[src/rtl/controle_telas.sv]
// controle_telas: screen sequencer for the VGA output.
// Runs the INICIO/JOGO/DERROTA/VITORIA game-state FSM, picks which renderer
// drives the DAC, swaps screens only on frame boundaries, holds end screens
// for a minimum number of frames and pulses reset_jogo when a game starts.
// Optional build macro CONTROLE_TELAS_BLINK_EN makes the defeat screen blink.
module controle_telas #(
    parameter int H_ATIVO       = 640,
    parameter int V_ATIVO       = 480,
    parameter int MIN_QUADROS   = 60,
    parameter int CNT_W         = 8,
    parameter int BLINK_QUADROS = 15
) (
    input  logic        clk,
    input  logic        reset,
    input  logic [9:0]  h_counter,
    input  logic [9:0]  v_counter,
    input  logic        btn_start,
    input  logic        evt_derrota,
    input  logic        evt_vitoria,
    input  logic [23:0] rgb_inicio,
    input  logic [23:0] rgb_jogo,
    input  logic [23:0] rgb_derrota,
    input  logic [23:0] rgb_vitoria,
    output logic [7:0]  R,
    output logic [7:0]  G,
    output logic [7:0]  B,
    output logic [1:0]  tela_sel,
    output logic        jogo_ativo,
    output logic        reset_jogo
);

    typedef enum logic [1:0] {
        INICIO  = 2'd0,
        JOGO    = 2'd1,
        DERROTA = 2'd2,
        VITORIA = 2'd3
    } estado_t;

    localparam logic [CNT_W-1:0] MIN_Q = CNT_W'(MIN_QUADROS);
    localparam logic [9:0]       H_LIM = 10'(H_ATIVO);
    localparam logic [9:0]       V_LIM = 10'(V_ATIVO);

    estado_t          estado, estado_prox;
    logic [CNT_W-1:0] cnt_quadros, cnt_prox;
    logic             orig, orig_prev, tick;
    logic             btn_prev, start;
    logic             reset_jogo_prox;
    logic [23:0]      rgb_sel;
    logic             ativo;
    logic             oculto;

    // Frame origin edge and button rising edge, both single-cycle events.
    assign orig  = (h_counter == 10'd0) && (v_counter == 10'd0);
    assign tick  = orig & ~orig_prev;
    assign start = btn_start & ~btn_prev;

    // Next-state logic: transitions, frame-count bookkeeping, restart pulse.
    always_comb begin
        estado_prox     = estado;
        cnt_prox        = cnt_quadros;
        reset_jogo_prox = 1'b0;
        case (estado)
            INICIO: begin
                if (start) begin
                    estado_prox     = JOGO;
                    reset_jogo_prox = 1'b1;
                end
            end
            JOGO: begin
                // Defeat wins when both events arrive together.
                if (evt_derrota) begin
                    estado_prox = DERROTA;
                    cnt_prox    = '0;
                end else if (evt_vitoria) begin
                    estado_prox = VITORIA;
                    cnt_prox    = '0;
                end
            end
            DERROTA, VITORIA: begin
                // Early presses are dropped; only a press after the hold time counts.
                if ((cnt_quadros == MIN_Q) && start) begin
                    estado_prox = INICIO;
                end else if (tick && (cnt_quadros != MIN_Q)) begin
                    cnt_prox = cnt_quadros + 1'b1;
                end
            end
            default: estado_prox = INICIO;
        endcase
    end

    // State register, edge-detect history and screen select latched on frame ticks.
    always_ff @(posedge clk) begin
        if (reset) begin
            estado      <= INICIO;
            cnt_quadros <= '0;
            orig_prev   <= 1'b1;
            btn_prev    <= 1'b1;
            reset_jogo  <= 1'b0;
            jogo_ativo  <= 1'b0;
            tela_sel    <= 2'd0;
        end else begin
            estado      <= estado_prox;
            cnt_quadros <= cnt_prox;
            orig_prev   <= orig;
            btn_prev    <= btn_start;
            reset_jogo  <= reset_jogo_prox;
            jogo_ativo  <= (estado_prox == JOGO);
            if (tick) begin
                tela_sel <= estado;
            end
        end
    end

`ifdef CONTROLE_TELAS_BLINK_EN
    localparam int BW = (BLINK_QUADROS < 2) ? 1 : $clog2(BLINK_QUADROS);
    localparam logic [BW-1:0] BLINK_FIM = BW'(BLINK_QUADROS - 1);

    logic [BW-1:0] blink_cnt;
    logic          blink_vis;

    // Defeat-screen blink: toggle visibility every BLINK_QUADROS frames.
    always_ff @(posedge clk) begin
        if (reset || (tela_sel != 2'd2)) begin
            blink_cnt <= '0;
            blink_vis <= 1'b1;
        end else if (tick) begin
            if (blink_cnt == BLINK_FIM) begin
                blink_cnt <= '0;
                blink_vis <= ~blink_vis;
            end else begin
                blink_cnt <= blink_cnt + 1'b1;
            end
        end
    end

    assign oculto = (tela_sel == 2'd2) && !blink_vis;
`else
    assign oculto = 1'b0;
`endif

    // Renderer mux driven by the displayed screen, not the live FSM state.
    always_comb begin
        rgb_sel = rgb_inicio;
        case (tela_sel)
            2'd0:    rgb_sel = rgb_inicio;
            2'd1:    rgb_sel = rgb_jogo;
            2'd2:    rgb_sel = rgb_derrota;
            default: rgb_sel = rgb_vitoria;
        endcase
    end

    assign ativo = (h_counter < H_LIM) && (v_counter < V_LIM);

    // Registered pixel output, blanked outside the active area.
    always_ff @(posedge clk) begin
        if (reset) begin
            {R, G, B} <= 24'd0;
        end else if (!ativo || oculto) begin
            {R, G, B} <= 24'd0;
        end else begin
            {R, G, B} <= rgb_sel;
        end
    end

endmodule

[config.mk]
export PLATFORM = sky130hd
export DESIGN_NAME = controle_telas
export DESIGN_NICKNAME = d
export VERILOG_FILES = /design/src/rtl/controle_telas.sv
export SDC_FILE = /design/constraint.sdc
export NUM_CORES = 1
export LEC_CHECK = 0
export ABC_CLOCK_PERIOD_IN_PS = 3070
export BUFFER_PORTS_ARGS = -buffer_cell sky130_fd_sc_hd__buf_2
export CORE_MARGIN = 1.5
export CORE_UTILIZATION = 42
export CTS_BUF_LIST = sky130_fd_sc_hd__clkbuf_4 sky130_fd_sc_hd__clkbuf_8
export DETAILED_ROUTE_END_ITERATION = 16
export GPL_TIMING_DRIVEN = 0
export PLACE_DENSITY_LB_ADDON = 0.05
export SLEW_MARGIN = 10
export SYNTH_ARGS = -nofsm -noshare
export SYNTH_HDL_FRONTEND = slang
export SYNTH_SLANG_ARGS = --single-unit
export TNS_END_PERCENT = 1
[constraint.sdc]
create_clock -name clk -period 3.07 [get_ports clk]
set_clock_uncertainty 0.2 [all_clocks]
set_input_delay 0.1535 -clock clk [delete_from_list [all_inputs] [get_ports clk]]
set_output_delay 0.1535 -clock clk [all_outputs]
set_load 0.02 [all_outputs]
==> results of run 1 <==
tightest hold or removal path, delay by kind of cell:
family | cells | cell delay, ps
compound gates | 1 | 130
buf+inv | 1 | 90
simple gates | 2 | 90
how the worst min path moves through the flow:
stage	end	slack, ps	cells past startpoint
2_1_floorplan	btn_prev	60	1
6_report	jogo_ativo	30	4
5_1_grt	jogo_ativo	60	4
3_5_place_dp	btn_prev	170	2
3_3_place_gp	btn_prev	170	2
4_1_cts	jogo_ativo	10	4
layer usage:
| layer | up-vias | track usage, % | part of all wire, % | routed length (µm) |
|---|---|---|---|---|
| met2 | 86 | 35.7 | 52 | 2870 |
| li1 | 994 | - | - | - |
| met3 | 6 | 7.08 | 7.3 | 399 |
| met4 | 0 | 7.55 | 1.1 | 59 |
| met1 | 896 | 25.2 | 39 | 2150 |
| met5 | - | 0 | 0 | 0 |
flip-flops by register name, indices dropped and copies added, names as in the netlist:
signal       cells
G                8
btn_prev         1
tela_sel         2
cnt_quadros      8
orig_prev        1
reset_jogo       1
jogo_ativo       1
B                8
estado           2
R                8
layout make-up:
cell class                 instances  area share [%]
tap                               54            2.26
inverter                           2           0.251
buffer                            12            1.80
sequential                        40            26.8
timing repair buffer             151            26.0
clock inverter                     1            1.00
multi-input combinational        125            38.7
clock buffer                       7            3.22
cells in the mapped netlist:
library cell / n
a21oi_1: 8
a31oi_1: 4
and3_1: 2
buf_1: 2
buf_2: 1
buf_6: 1
clkbuf_1: 8
dfxtp_1: 40
ha_1: 2
inv_1: 2
mux2i_1: 2
mux4_2: 24
nand2_1: 4
nand2b_1: 2
nand3_1: 17
nand3b_1: 2
nand4_1: 2
nor2_1: 6
nor2b_1: 26
nor3_1: 2
nor4_1: 7
o211ai_1: 2
o21ai_0: 2
o21ai_1: 1
o21bai_1: 1
o31a_2: 1
o41ai_1: 1
or2_2: 1
or3_1: 1
or3_2: 2
or3b_1: 1
or4_4: 2
through the flow:
stage	util (%)	instances
after CTS	63.7	392
after detailed placement	60.2	380
after global routing	63.7	392
after global placement	60.2	380
final	63.7	392
after floorplan	-	179
cell usage in the layout (no fill, tap or decap):
master	n
a21oi_1	8
o31a_2	1
dlygate4sd3_1	4
a31oi_1	4
dfxtp_1	40
inv_1	2
nor3_1	2
o41ai_1	1
or3_1	1
or2_2	1
nand3b_1	2
nor2_1	6
mux4_2	24
buf_2	148
buf_6	1
mux2i_1	2
or3_2	2
clkbuf_8	7
nand3_1	17
ha_1	2
nor4_1	7
or3b_1	1
nor2b_1	26
nand4_1	2
o211ai_1	2
o21ai_0	2
clkbuf_1	8
or4_4	2
o21bai_1	1
o21ai_1	1
bufinv_16	1
nand2b_1	2
and3_1	2
buf_1	2
nand2_1	4
cells by family after synthesis:
| logic type | after synthesis | synth area share (%) |
|---|---|---|
| adder cells (fa/ha/maj) | 2 | 1.24 |
| buffers and inverters | 14 | 3.04 |
| multiplexers | 26 | 27.8 |
| AND/OR/NAND/NOR | 77 | 22.3 |
| AO/OA/AOI/OAI | 20 | 6.01 |
| flip-flops | 40 | 39.7 |
power breakdown:
group          leakage [nW]  internal (mW)  total [mW]  switching [mW]
combinational         0.919         0.0970       0.160          0.0631
clock                0.0645          0.287       0.461           0.175
sequential            0.326          0.533       0.538         0.00510
total                  1.31          0.916        1.16           0.243
==> impl_metrics.toml, run 1 <==
[status]
status = "complete, no violations"

[cells_and_area]
final_nets = 460
ff_latch_area_um2 = 801
synthToLayoutAreaGrowth_pct = 48.0
fill_cells = 416
stdcell_area_um2 = 2990
antenna_cells = 0
drive_above_1_share_pct = 55.3
multiInputGateArea_um2 = 1160

[power_and_ir_drop]
p_per_area_nw_per_um2 = 388
p_total_mw = 1.16
power.leakage_nw = 1.31
ir_worst_vdd_mv = 0.184

[setup_path]
crit_start = "v_counter[8]"
cp-start-kind = "input pin"
worstPathArrival_ps = 2450
cp_slowest_cell = "or4_4"
required_ps = 3080
path_depth = 6
reg2reg_slack_ps = 670
crit_family = "simple AND/OR/NAND/NOR gates"
reg2regPathDepth = 4
critPathKind = "in2reg"
timing.rr.end = "R[1]"
crit_buf_inv = 2
endpoint_kind = "register"
cpMostUsedCell = "or4_4"
cp_slowest_stage_delay_ps = 560
cp_cell_sequence = "dlygate4sd3_1 -> buf_2 -> or4_4 -> or4_4 -> or3_2 -> a31oi_1"
rr_startpoint = "tela_sel[0]"
crit_fanout = 4
endpoint = "cnt_quadros[6]"

[flow_run]
maxCapViolCount = 0

[clock_network]
cts_tree = "yes"
cts_hold_buf = 4
ctsHtreeMaxLevel = 2
cts_inserted_buffers = 5
cts_buffer_depth = 2
post_cts.repair.setup_buffers = 0
clkLatencyLatePin_ps = 280
clk_pin_slew_ps = 80
cts-resized-gates = 0
cts.sinks = 40
cts-root-buf = "clkbuf_8"

[detailed_routing]
drtIter0Drc = 116
routed-via-count = 1982
wl_um = 5480
ant_nets = 0
drtPass1Iterations = 4
drcViolationCount = 0
viasPerCell = 5.06
routedWlPerCell_um = 14.0

[timing]
whs_ps = 32.8
grt_setup_unrepaired = "no"
min_period_over_period_pct = 79.4
slew_headroom_pct = 50.4
setup-tns-final_ps = 0
worst_slack_ps = 633
drv_slew = 0
finalSetupViolations = 0
finalCriticalPeriod_ps = 2440
finalHoldViolCount = 0
fmax_ghz = 0.410
worst_slew_pin_slew_ps = 743

[floorplanning]
num_io_pins = 149
core_um2 = 4690
die_height_um = 72.3
rows = 25
die_w_um = 72.3
initial_utilization_pct = 43.0
die_area_um2 = 5230

[yosys]
synth_area_um2 = 2020
seq_area_frac_synth_pct = 39.7
ys_types = 32
netlist.area_leader.share_pct = 39.7
synth_seq_cells = 40
synth.area.top_cells = "dfxtp_1 (40%), mux4_2 (27%), nor2b_1 (8.1%)"
syn_inst = 179
synth_area_leader_cell = "dfxtp_1"
syn_avg_cell_area_um2 = 11.3
synth_fp_nets = 302
ys_warn_count = 0

[placement]
place_congestion = 0.775
numPortBuffers = 147
post-place-ws_ps = 588
dp_hpwl_um = 4570
post_dp_cell_area_um2 = 2820

[min_path]
hp-class = "in2reg"
worstHoldStart = "evt_vitoria"

[global_routing]
grt_pass1_wl_um = 8490
overflow = 0
grt_pass1_vias = 1903
grt_usage_pct = 21.1
grt_max_degree = 13
antenna_found_initial = 0
(Power assumes the default switching activity.)
==> run 2, diff against run 1 <==
--- a/config.mk
+++ b/config.mk
@@ -5,7 +5,7 @@
 export SDC_FILE = /design/constraint.sdc
 export NUM_CORES = 1
 export LEC_CHECK = 0
-export ABC_CLOCK_PERIOD_IN_PS = 3070
+export ABC_CLOCK_PERIOD_IN_PS = 2400
 export BUFFER_PORTS_ARGS = -buffer_cell sky130_fd_sc_hd__buf_2
 export CORE_MARGIN = 1.5
 export CORE_UTILIZATION = 42
==> constraint.sdc (replaced) <==
create_clock -name clk -period 2.4 [get_ports clk]
set_clock_uncertainty 0.2 [all_clocks]
set_input_delay 0.12 -clock clk [delete_from_list [all_inputs] [get_ports clk]]
set_output_delay 0.12 -clock clk [all_outputs]
set_load 0.02 [all_outputs]
==> run 2 against run 1 <==
  * Utilization rose by 0.24 points
  * Sequential cell count did not move
  * Via count rose by 0.66%
  * Critical endpoint unchanged
  * Largest cell class unchanged
  * Highest routed layer unchanged
==> impl_metrics.toml, run 2 (synthesized netlist as in run 1, its figures left out) <==
[setup_path]
cp_slowest_cell = "dlygate4sd3_1"
reg2regPathDepth = 7
cp_cell_sequence = "dlygate4sd3_1 -> buf_2 -> or4_4 -> or4_4 -> or3_2 -> a31oi_1"
required_ps = 2410
cpMostUsedCell = "or4_4"
worstPathArrival_ps = 2320
critPathKind = "in2reg"
path_depth = 6
crit_fanout = 4
crit_family = "simple AND/OR/NAND/NOR gates"
crit_buf_inv = 2
cp_slowest_stage_delay_ps = 540
endpoint_kind = "register"
cp-start-kind = "input pin"

[global_routing]
grt_max_degree = 13
grt_pass1_vias = 1917
use_met1_pct = 25.2
grt.met2_usage_pct = 35.9
overflow = 0
grt_usage_pct = 21.2
grt-busiest-layer = "met2"
antenna_found_initial = 0
grt_pass1_wl_um = 8510
grt_use_met3_pct = 7.08

[detailed_routing]
ant_nets = 0
routed-via-count = 1995
viasPerCell = 5.08
wl_um = 5490
routedWlPerCell_um = 14.0
drcViolationCount = 0
drtIter0Drc = 124
drtPass1Iterations = 4

[cells_and_area]
final_common_cell = "buf_2"
antenna_cells = 0
final_cells = 393
final_nets = 461
synthToLayoutAreaGrowth_pct = 48.6
drive_above_1_share_pct = 55.5
mostFrequentLayoutCells = "buf_2 (149), dfxtp_1 (40), nor2b_1 (26)"

[power_and_ir_drop]
ir_worst_vdd_mv = 0.236
p_total_mw = 1.48
power.leakage_nw = 1.32
p_per_area_nw_per_um2 = 495

[clock_network]
cts_tree = "yes"
ctsHtreeMaxLevel = 2
cts-root-buf = "clkbuf_8"
cts_buffer_depth = 2
cts_inserted_buffers = 5
clkLatencyLatePin_ps = 280
clk_pin_slew_ps = 80
cts.sinks = 40

[floorplanning]
num_io_pins = 149
die_height_um = 72.3
die_w_um = 72.3
rows = 25
core_um2 = 4690
die_area_um2 = 5230
initial_utilization_pct = 43.0

[min_path]
min_path_cells = 2
hp-class = "in2reg"

[timing]
finalSetupViolations = 0
slew_headroom_pct = 53.2
setup-tns-final_ps = 0
grt_setup_unrepaired = "no"
finalHoldViolCount = 0
worst_slew_pin_slew_ps = 698
drv_slew = 0
finalCriticalPeriod_ps = 2300
min_period_over_period_pct = 96.0
fmax_ghz = 0.434

[placement]
numPortBuffers = 147
post-place-cells = 380
place_congestion = 0.775
dp_hpwl_um = 4570

[status]
status = "complete, no violations"

[flow_run]
maxCapViolCount = 0
## run 2: changes by cell type in the layout (fill, tap and decap cells not counted), sizes merged
cell         before  now
dlygate4sd3       4    5
## run 2: what timing repair did
item,4_1_cts,5_1_grt
hold buffers,5,0
gates resized for setup,1,0
buffers inserted,0,0
endpoints found under the setup margin,9,4
pin swaps,0,1
endpoints found under the hold margin,5,0
## run 2: layout make-up
cell class	count	area (µm²)
inverters	2	7.51
plain buffers	12	55.1
well taps	54	67.6
flip-flops and latches	40	801
repair buffers	152	786
clock buffers	7	96.3
multi-input cells	125	1160
fillers	415	1690
clock inverters	1	30.0
## run 2: worst paths after layout
| check | endpoint | slack (ps) | start |
|---|---|---|---|
| min | cnt_quadros[2] | 10 | reset |
| min reg2reg | cnt_quadros[1] | 320 | cnt_quadros[1] |
| max | cnt_quadros[6] | 100 | v_counter[8] |
| max reg2reg | cnt_quadros[6] | 100 | cnt_quadros[0] |
## run 2: worst register-to-register path, stage by stage, from the launching register on
cell and delay [ps]:
dfxtp_1 400, inv_1 80, ha_1 190, nand2_1 80
nor4_1 70, or4_4 570, or3_2 470, a31oi_1 170
## run 2: where the power goes
part           leakage (nW)  internal, mW  switching [mW]  total [mW]
clock network        0.0645         0.367           0.223       0.590
registers             0.326         0.681         0.00657       0.688
logic                 0.927         0.125          0.0808       0.206
## run 2: metal layers
metal / wire (µm) / up-vias
met5: 0 / -
met4: 59 / 0
met3: 388 / 6
met2: 2880 / 84
met1: 2160 / 908
li1: - / 997
## run 2: stage by stage
| stage | hold WS [ps] | setup slack, ps | utilization [%] | area [µm²] |
|---|---|---|---|---|
| 5_1_grt | 30.0 | 6.67 | 63.9 | 3000 |
| 3_3_place_gp | 133 | -76.7 | 60.2 | 2820 |
| 6_report | 12.0 | 96.8 | 63.9 | 3000 |
| 3_5_place_dp | 135 | -81.5 | 60.2 | 2820 |
| 4_1_cts | 2.68 | 22.4 | 63.9 | 3000 |
| 2_1_floorplan | 26.6 | 74.4 | - | 2020 |
